**src/rtl/router_pkg.sv**
```systemverilog
// Shared types and helpers for the input router datapath.
package router_pkg;

  typedef enum logic [1:0] {
    IDLE  = 2'd0,
    LOAD  = 2'd1,
    FLUSH = 2'd2,
    DONE  = 2'd3
  } loader_state_e;

  // Number of stream elements packed into one SPAD word.
  function automatic int lanes(input int spad_w, input int data_w);
    return spad_w / data_w;
  endfunction

endpackage

```
**src/rtl/word_packer.sv**
```systemverilog
// Packs stream elements into a SPAD word, lane 0 in the LSBs; zero-fills
// lanes above the final element of a load.
module word_packer
  import router_pkg::*;
#(
  parameter int DATA_WIDTH      = 8,
  parameter int SPAD_DATA_WIDTH = 64
) (
  input  logic                       clk,
  input  logic                       rst,
  input  logic                       in_vld,
  input  logic [DATA_WIDTH-1:0]      in_data,
  input  logic                       in_last,
  output logic                       word_complete,
  output logic                       vld_p1,
  output logic [SPAD_DATA_WIDTH-1:0] word_p1
);

  localparam int LANES  = lanes(SPAD_DATA_WIDTH, DATA_WIDTH);
  localparam int LANE_W = $clog2(LANES);

  logic [LANE_W-1:0]          lane_p0;
  logic [SPAD_DATA_WIDTH-1:0] pack_p0;
  logic [SPAD_DATA_WIDTH-1:0] merged;

  // Lanes below the current index keep packed data, the current lane takes
  // the new element, every lane above is forced to zero.
  function automatic logic [SPAD_DATA_WIDTH-1:0] merge_lane(
    input logic [SPAD_DATA_WIDTH-1:0] pack,
    input logic [LANE_W-1:0]          lane,
    input logic [DATA_WIDTH-1:0]      data
  );
    logic [SPAD_DATA_WIDTH-1:0] w;
    w = '0;
    for (int k = 0; k < LANES; k++) begin
      if (k < int'(lane))
        w[k*DATA_WIDTH +: DATA_WIDTH] = pack[k*DATA_WIDTH +: DATA_WIDTH];
      else if (k == int'(lane))
        w[k*DATA_WIDTH +: DATA_WIDTH] = data;
    end
    return w;
  endfunction

  // Word is ready when the top lane fills or the final element arrives.
  always_comb begin
    merged        = merge_lane(pack_p0, lane_p0, in_data);
    word_complete = in_vld & ((lane_p0 == LANE_W'(LANES - 1)) | in_last);
  end

  // p0 -> p1: accumulate lanes; hand a finished word to the write port.
  always_ff @(posedge clk) begin
    if (rst) begin
      lane_p0 <= '0;
      pack_p0 <= '0;
      vld_p1  <= 1'b0;
      word_p1 <= '0;
    end else begin
      vld_p1 <= word_complete;
      if (word_complete)
        word_p1 <= merged;
      if (in_vld) begin
        if (word_complete) begin
          lane_p0 <= '0;
          pack_p0 <= '0;
        end else begin
          lane_p0 <= lane_p0 + LANE_W'(1);
          pack_p0 <= merged;
        end
      end
    end
  end

endmodule

```
**src/rtl/input_spad_loader.sv**
```systemverilog
// Streams activation elements into the input SPAD, LANES per word, at
// consecutive addresses from a programmed base, then pulses done.
module input_spad_loader
  import router_pkg::*;
#(
  parameter int SPAD_DEPTH      = 256,
  parameter int SPAD_DATA_WIDTH = 64,
  parameter int ADDR_WIDTH      = 8,
  parameter int DATA_WIDTH      = 8,
  parameter int COUNT_WIDTH     = 12
) (
  input  logic                       i_clk,
  input  logic                       i_rst,
  input  logic                       i_reg_clear,
  input  logic                       i_start,
  input  logic [ADDR_WIDTH-1:0]      i_base_addr,
  input  logic [COUNT_WIDTH-1:0]     i_elem_count,
  input  logic [DATA_WIDTH-1:0]      i_data,
  input  logic                       i_valid,
  output logic                       o_ready,
  output logic                       o_spad_write_en,
  output logic [ADDR_WIDTH-1:0]      o_spad_write_addr,
  output logic [SPAD_DATA_WIDTH-1:0] o_spad_data,
  output logic                       o_busy,
  output logic                       o_done,
  output logic                       o_error
);

  localparam int LANES      = lanes(SPAD_DATA_WIDTH, DATA_WIDTH);
  localparam int LANE_SHIFT = $clog2(LANES);
  localparam int WORDS_W    = COUNT_WIDTH + 1;

  loader_state_e          state_q, state_d;
  logic [COUNT_WIDTH-1:0] count_q, elem_cnt_q;
  logic [ADDR_WIDTH-1:0]  base_q, word_idx_q, addr_p1;
  logic                   ready_q, busy_q, done_q, error_q;
  logic [WORDS_W-1:0]     words;
  logic                   clr, overflow, xfer, last, error_d, word_done;

  assign clr = i_rst | i_reg_clear;

  // Request decode and handshake qualifiers.
  always_comb begin
    words    = (WORDS_W'(i_elem_count) + WORDS_W'(LANES - 1)) >> LANE_SHIFT;
    overflow = words > WORDS_W'(SPAD_DEPTH);
    xfer     = i_valid & ready_q;
    last     = elem_cnt_q == (count_q - COUNT_WIDTH'(1));
  end

  // Next-state logic; a rejected start raises error and stays in IDLE.
  always_comb begin
    state_d = state_q;
    error_d = 1'b0;
    case (state_q)
      IDLE: begin
        if (i_start) begin
          if (i_elem_count == '0)
            state_d = DONE;
          else if (overflow)
            error_d = 1'b1;
          else
            state_d = LOAD;
        end
      end
      LOAD:    if (xfer && last) state_d = FLUSH;
      FLUSH:   state_d = DONE;
      DONE:    state_d = IDLE;
      default: state_d = IDLE;
    endcase
  end

  word_packer #(
    .DATA_WIDTH     (DATA_WIDTH),
    .SPAD_DATA_WIDTH(SPAD_DATA_WIDTH)
  ) u_packer (
    .clk          (i_clk),
    .rst          (clr),
    .in_vld       (xfer),
    .in_data      (i_data),
    .in_last      (last),
    .word_complete(word_done),
    .vld_p1       (o_spad_write_en),
    .word_p1      (o_spad_data)
  );

  // p0 -> p1: state, counters, address generation and registered flags.
  always_ff @(posedge i_clk) begin
    if (clr) begin
      state_q    <= IDLE;
      count_q    <= '0;
      base_q     <= '0;
      elem_cnt_q <= '0;
      word_idx_q <= '0;
      addr_p1    <= '0;
      ready_q    <= 1'b0;
      busy_q     <= 1'b0;
      done_q     <= 1'b0;
      error_q    <= 1'b0;
    end else begin
      state_q <= state_d;
      ready_q <= state_d == LOAD;
      busy_q  <= state_d != IDLE;
      done_q  <= state_d == DONE;
      error_q <= error_d;
      if (state_q == IDLE && i_start) begin
        count_q    <= i_elem_count;
        base_q     <= i_base_addr;
        elem_cnt_q <= '0;
        word_idx_q <= '0;
      end
      if (xfer) begin
        elem_cnt_q <= elem_cnt_q + COUNT_WIDTH'(1);
        if (word_done) begin
          addr_p1 <= base_q + word_idx_q;
          if (!last)
            word_idx_q <= word_idx_q + ADDR_WIDTH'(1);
        end
      end
    end
  end

  assign o_ready           = ready_q;
  assign o_busy            = busy_q;
  assign o_done            = done_q;
  assign o_error           = error_q;
  assign o_spad_write_addr = addr_p1;

endmodule
```
**config.mk**
```make
export PLATFORM = sky130hd
export DESIGN_NAME = input_spad_loader
export DESIGN_NICKNAME = d
export VERILOG_FILES = /design/src/rtl/router_pkg.sv /design/src/rtl/word_packer.sv /design/src/rtl/input_spad_loader.sv
export SDC_FILE = /design/constraint.sdc
export NUM_CORES = 1
export LEC_CHECK = 0
export CORE_ASPECT_RATIO = 0.9
export CORE_MARGIN = 1
export CORE_UTILIZATION = 55
export CTS_CLUSTER_DIAMETER = 30
export DETAILED_ROUTE_END_ITERATION = 12
export PLACE_DENSITY_LB_ADDON = 0.12
export SKIP_LAST_GASP = 1
export SYNTH_ARGS = -nofsm -noshare
export SYNTH_HDL_FRONTEND = slang
export SYNTH_HIERARCHICAL = 1
export SYNTH_SLANG_ARGS = --single-unit
```
**constraint.sdc**
```tcl
create_clock -name i_clk -period 4.14 [get_ports i_clk]
set_clock_uncertainty 0.2 [all_clocks]
set_input_delay 0.414 -clock i_clk [delete_from_list [all_inputs] [get_ports i_clk]]
set_output_delay 0.414 -clock i_clk [all_outputs]
set_load 0.005 [all_outputs]
```
After elaboration in Yosys (flattened, before gate mapping) --
Cells that the tools add are included.
Storage, ports and cells: register bits 178, input bits 33, output and inout port bits 77, logic and storage cells 86
Cells by class: add/sub/neg operators 6, order comparisons 8, eq/ne operators 14, multiplexer cells 29, bitwise operators 6, reduce and logical (&&, ||, !) cells 9
Operator list (count):
- 8-bit two-way mux | 19
- 56-bit two-way mux | 1
- 12-bit two-way mux | 2
- 12-bit by 3-bit adder with 13-bit output, second input constant | 1
- 12-bit by 1-bit adder with 12-bit output, second input constant | 1
- 12-bit == test | 1
- 3-bit == test, first input constant | 4
- 12-bit logical NOT | 1
- 12-bit by 1-bit subtractor with 12-bit output, second input constant | 1
- 10-bit by 9-bit > comparator with 1-bit output, second input constant | 1
- 3-bit less-than comparator, first input constant | 3
- 8-bit by 1-bit adder with 8-bit output, second input constant | 1
- 8-bit adder | 1
- 2-bit two-way mux | 4
- 2-bit case mux with 4 select lines | 1
- 2-bit == test, second input constant | 3
- 2-bit by 3-bit == test with 1-bit output, first input constant | 2
- 1-bit by 3-bit less-than comparator with 1-bit output, first input constant | 2
- 2-bit by 3-bit less-than comparator with 1-bit output, first input constant | 2
- 2-bit by 1-bit == test with 1-bit output, second input constant | 2
- 2-bit nonzero test | 2
- 4-bit OR reduction | 1
- 3-bit by 1-bit adder with 3-bit output, second input constant | 1
- 1-bit by 3-bit == test with 1-bit output, first input constant | 1
- other kinds (10) | 14

Depth between registers and ports, before layout --
word-level depth 7, gate-level depth with buffers 15, depth with buffers taken out 13

Modules after synthesis --
The synthesis kept the hierarchy.
Modules (own cells, without submodules):
- word_packer | instances 1, cells each 613, area each 5313.8 um2, sequential area each 2482.4 um2
- input_spad_loader | instances 1, cells each 374, area each 2961.6 um2, sequential area each 1081.0 um2

Least setup slack after synthesis --
OpenSTA, ideal clock, no wires.
path type reg2reg, start point reg count_q[0], end point reg addr_p1[1] (netlist: o_spad_write_addr[1]), data arrival time 3.513 ns, required time 3.854 ns, path slack 0.342 ns, stages on the path, launching flop included 16, period minus slack after synthesis 3.798 ns, cells stage by stage dfxtp_1 inv_1 ha_1 and2b_1 or3_1 a31oi_1 nand4_1 nor3_2 o21ai_4 inv_2 buf_2 and3_1 clkbuf_1 clkbuf_1 nor2_1 a211oi_1
Between the ends: word-level cells in the longest chain between the ends 5
Ends and longest elaborated chain:
- from (decl) | line input_spad_loader.sv:34 | logic [COUNT_WIDTH-1:0] count_q, elem_cnt_q;
- from (signal assigned) | line input_spad_loader.sv:106 | count_q <= i_elem_count;
- 12-bit by 1-bit subtractor with 12-bit output | line input_spad_loader.sv:47 | last = elem_cnt_q == (count_q - COUNT_WIDTH'(1));
- 12-bit == test | line input_spad_loader.sv:47
- net last | line input_spad_loader.sv:38 | logic clr, overflow, xfer, last, error_d, word_done;
- 1-bit OR | line word_packer.sv:47 | word_complete = in_vld & ((lane_p0 == LANE_W'(LANES - 1)) | in_last);
- 1-bit AND | line word_packer.sv:47
- net word_done | line input_spad_loader.sv:38
- 2-bit AND reduction (no line)
- to (signal assigned) | line input_spad_loader.sv:114 | addr_p1 <= base_q + word_idx_q;
- to (decl) | line input_spad_loader.sv:35 | logic [ADDR_WIDTH-1:0] base_q, word_idx_q, addr_p1;
The timed path passes the listed nets, and every way through them passes these cells. A chain may end at the register's enable or synchronous reset.

Worst setup path in the final report --
start point reg count_q[2], end point reg u_packer.word_p1[34]
Between the ends: word-level cells in the longest chain between the ends 4
Ends and longest elaborated chain:
- 12-bit by 1-bit subtractor with 12-bit output | line input_spad_loader.sv:47
- 12-bit == test | line input_spad_loader.sv:47
- net last | line input_spad_loader.sv:38
- 1-bit OR | line word_packer.sv:47
- 1-bit AND | line word_packer.sv:47
- to (signal assigned) | line word_packer.sv:60 | word_p1 <= merged;
- to (decl) | line word_packer.sv:16 | output logic [SPAD_DATA_WIDTH-1:0] word_p1
The timed path passes the listed nets, and every way through them passes these cells.

==> out/results.txt <==
Outcome: complete, no violations
RSZ-0062 raised after global routing: false
Crit-path max FO: 49
Rows: 42
Chip width: 131 um
GRT Util Overall: 0.271
Non-filler instance count after layout: 1262
Htree depth: 4
Critical path capture point type: flip-flop
Crit share post-route: 0.884
Largest net degree at the start of global routing: 50
Hold Startpoint: o_spad_write_addr[5]$_SDFFE_PP0P_
Hold endpoint: o_spad_write_addr[5]$_SDFFE_PP0P_
Met3 usage: 0.0459
WP data required: 4.31 ns
Final Cell Area: 9910 um2
Seq/Total Area, Yosys: 0.431
Vias per cell: 5.70
Top cell type's share of synthesized area: 0.431
Post-layout min period: 3.66 ns
Core area: 14700 um2
Met2 usage: 0.412
Cell taking the most area after synthesis: dfxtp_1
Residual DRC: 0
Fin. Hold Viols: 0
Vias in the first global route: 6708
Worst VDD drop: 0.291 mV
Max Slew Vio Count: 0
Core Util, Final: 0.674
Met1 Use GR: 0.392
Clock Root Buffer: clkbuf_16
DP Area: 9300 um2
WP data arrival: 3.83 ns
R2R Path Start: count_q[2]$_SDFFE_PP0P_
Leakage: 3.48 nW
CP Class: reg2reg
Clock sink total: 178
Final ANT Viol Nets: 0
Total global routing overflow: 0
Top Ports: 110
Detailed Routing Iterations Pass 1: 5
Placed insts: 1230
Startpoint Class: flip-flop
Worst reg2reg setup slack: 0.48 ns
CTS clk-pin slew, worst paths: 0.07 ns
First-pass GRT wire length: 34100 um
Total wire length: 20600 um
Max Buffers Root-to-Sink: 2
Hpwl dp: 13200 um
Layout cells sized above 1: 0.0818
# diodes: 0
F_max: 273 MHz
Buffer count from post-CTS setup fixing: 0
Synth warnings: 6
Total negative slack: 0 ns
CTS tree: built
Clk_lat worst skew: 0.43 ns
Final setup vio count: 0
Hold Buf Count CTS: 0
R2r worst-path depth: 10
Initial Util: 0.562
Relative slew slack: 0.417
Syn-to-layout area delta: 19.8%
Via count: 7191
Most used DFF post-synth: dfxtp_1
Max-Cap Viols: 0
Nets@finish: 1101
Chip height: 118 um
Register bit total from synthesis: 178
Synth async-reset ratio: 0
Initial drt markers: 511
Ranking of synthesized cells by area: dfxtp_1, nor2_1, nand2_1, a21oi_1, o21ai_0
Total clock buffers created by CTS: 17
Synthesized area: 8280 um2
DIE AREA: 15500 um2
Cells after Synth: 987
Yosys cell types: 78
Post-CTS sizing: 0
Post-synth EDFFs: 0
Pwr dens: 363 nW/um2
PortBufs: 109
Crit Reg-Reg Endpoint: u_packer/word_p1[34]$_SDFFE_PP0P_
Worst hold-check path type: reg2reg
Routed wire length per instance: 16.4 um
Most Crowded Layer GR: met2
Worst Tran Pin Value: 0.872 ns
Most frequent cells in the layout: dfxtp_1, nor2_1, nand2_1
RePlAce Congestion: 0.810
Fin Hold WS: 0.253 ns
Most common cell after layout, fill and taps aside: dfxtp_1
Worst hold stages: 2
Synthesized Nets: 1037
Initial antenna violation count: 0
Syn Area/Cell: 8.38 um2
[layout make-up]
cell class | instances | area [um2]
clock buffer | 17 | 425
clock inverter | 15 | 183
fill | 1246 | 4800
inverter | 24 | 92.6
multi-input combinational | 706 | 4200
sequential | 178 | 3560
tap | 198 | 248
timing repair buffer | 124 | 1200
[state kept, by name, summed over array words and instances (netlist names)]
signal / flops
u_packer/pack_p0: 56
o_spad_write_addr: 8
u_packer/vld_p1: 1
u_packer/word_p1: 64
base_q: 8
o_done: 1
state_q: 2
word_idx_q: 8
o_error: 1
o_busy: 1
o_ready: 1
count_q: 12
u_packer/lane_p0: 3
elem_cnt_q: 12
[worst max-delay path by stage]
stage | from | to | slack (ns) | cells past startpoint
after CTS | count_q[2]$_SDFFE_PP0P_ | u_packer/word_p1[34]$_SDFFE_PP0P_ | 0.50 | 10
after global placement | count_q[2]$_SDFFE_PP0P_ | u_packer/word_p1[43]$_SDFFE_PP0P_ | 0.65 | 10
after detailed placement | count_q[2]$_SDFFE_PP0P_ | u_packer/word_p1[45]$_SDFFE_PP0P_ | 0.56 | 10
after global routing | count_q[2]$_SDFFE_PP0P_ | u_packer/word_p1[32]$_SDFFE_PP0P_ | 0.20 | 10
final | count_q[2]$_SDFFE_PP0P_ | u_packer/word_p1[34]$_SDFFE_PP0P_ | 0.48 | 10
after floorplan | count_q[0]$_SDFFE_PP0P_ | o_spad_write_addr[1]$_SDFFE_PP0P_ | 0.34 | 15
[power by group]
part / internal, mW / switching (mW) / total, mW
clock network: 0.955 / 0.713 / 1.67
logic: 0.0751 / 0.130 / 0.205
registers: 1.72 / 0.00960 / 1.73
total: 2.75 / 0.852 / 3.60
[per-stage QoR]
step / power [mW] / setup WS (ns)
floorplan: 1.90 / 0.342
global placement: 1.97 / 0.651
detailed placement: 1.97 / 0.560
CTS: 3.62 / 0.498
global route: 3.71 / 0.196
finish: 3.60 / 0.479
[worst max-delay path, cell delays in order, from the launching register on]
cell and delay, ns:
dfxtp_1 0.39, nor4_4 0.67, a21boi_0 0.28, o41ai_4 0.28, nand3_1 0.14, nor3_2 0.36
o21ai_4 0.09, buf_4 0.31, nor2_4 0.55, a22oi_1 0.16, nor2_1 0.12
[cell families after synthesis]
logic type               share of synthesized area
AND/OR/NAND/NOR                              0.236
AO/OA/AOI/OAI                                0.218
flip-flops                                   0.431
buffers and inverters                       0.0629
XOR/XNOR                                    0.0191
adder cells (fa/ha/maj)                     0.0266
multiplexers                               0.00665
[Yosys cell counts (3+ instances only)]
master and number:
dfxtp_1 178, nor2_1 128, nand2_1 123, a21oi_1 77
o21ai_0 55, clkbuf_1 42, nor3_1 36, a22oi_1 34
nor2b_1 34, a22o_1 30, inv_1 21, nand3_1 19
ha_1 16, xnor2_1 15, buf_6 14, buf_2 13
o21ai_1 10, a221oi_1 8, and3_1 7, nor4_1 7
a221oi_2 6, a31oi_1 6, and2_1 6, buf_1 6
and2b_1 5, nand4_1 5, mux2_2 4, nand2b_1 4
a211oi_1 3, a21boi_0 3, a311oi_1 3, and4_1 3
buf_4 3, or3_1 3, xor2_1 3
[layer usage]
layer	up-vias	wire length (um)
met5	-	0
met4	0	229
met3	19	1160
met2	218	8930
met1	3378	10300
li1	3576	-
Power figures use the tool's default switching activity.
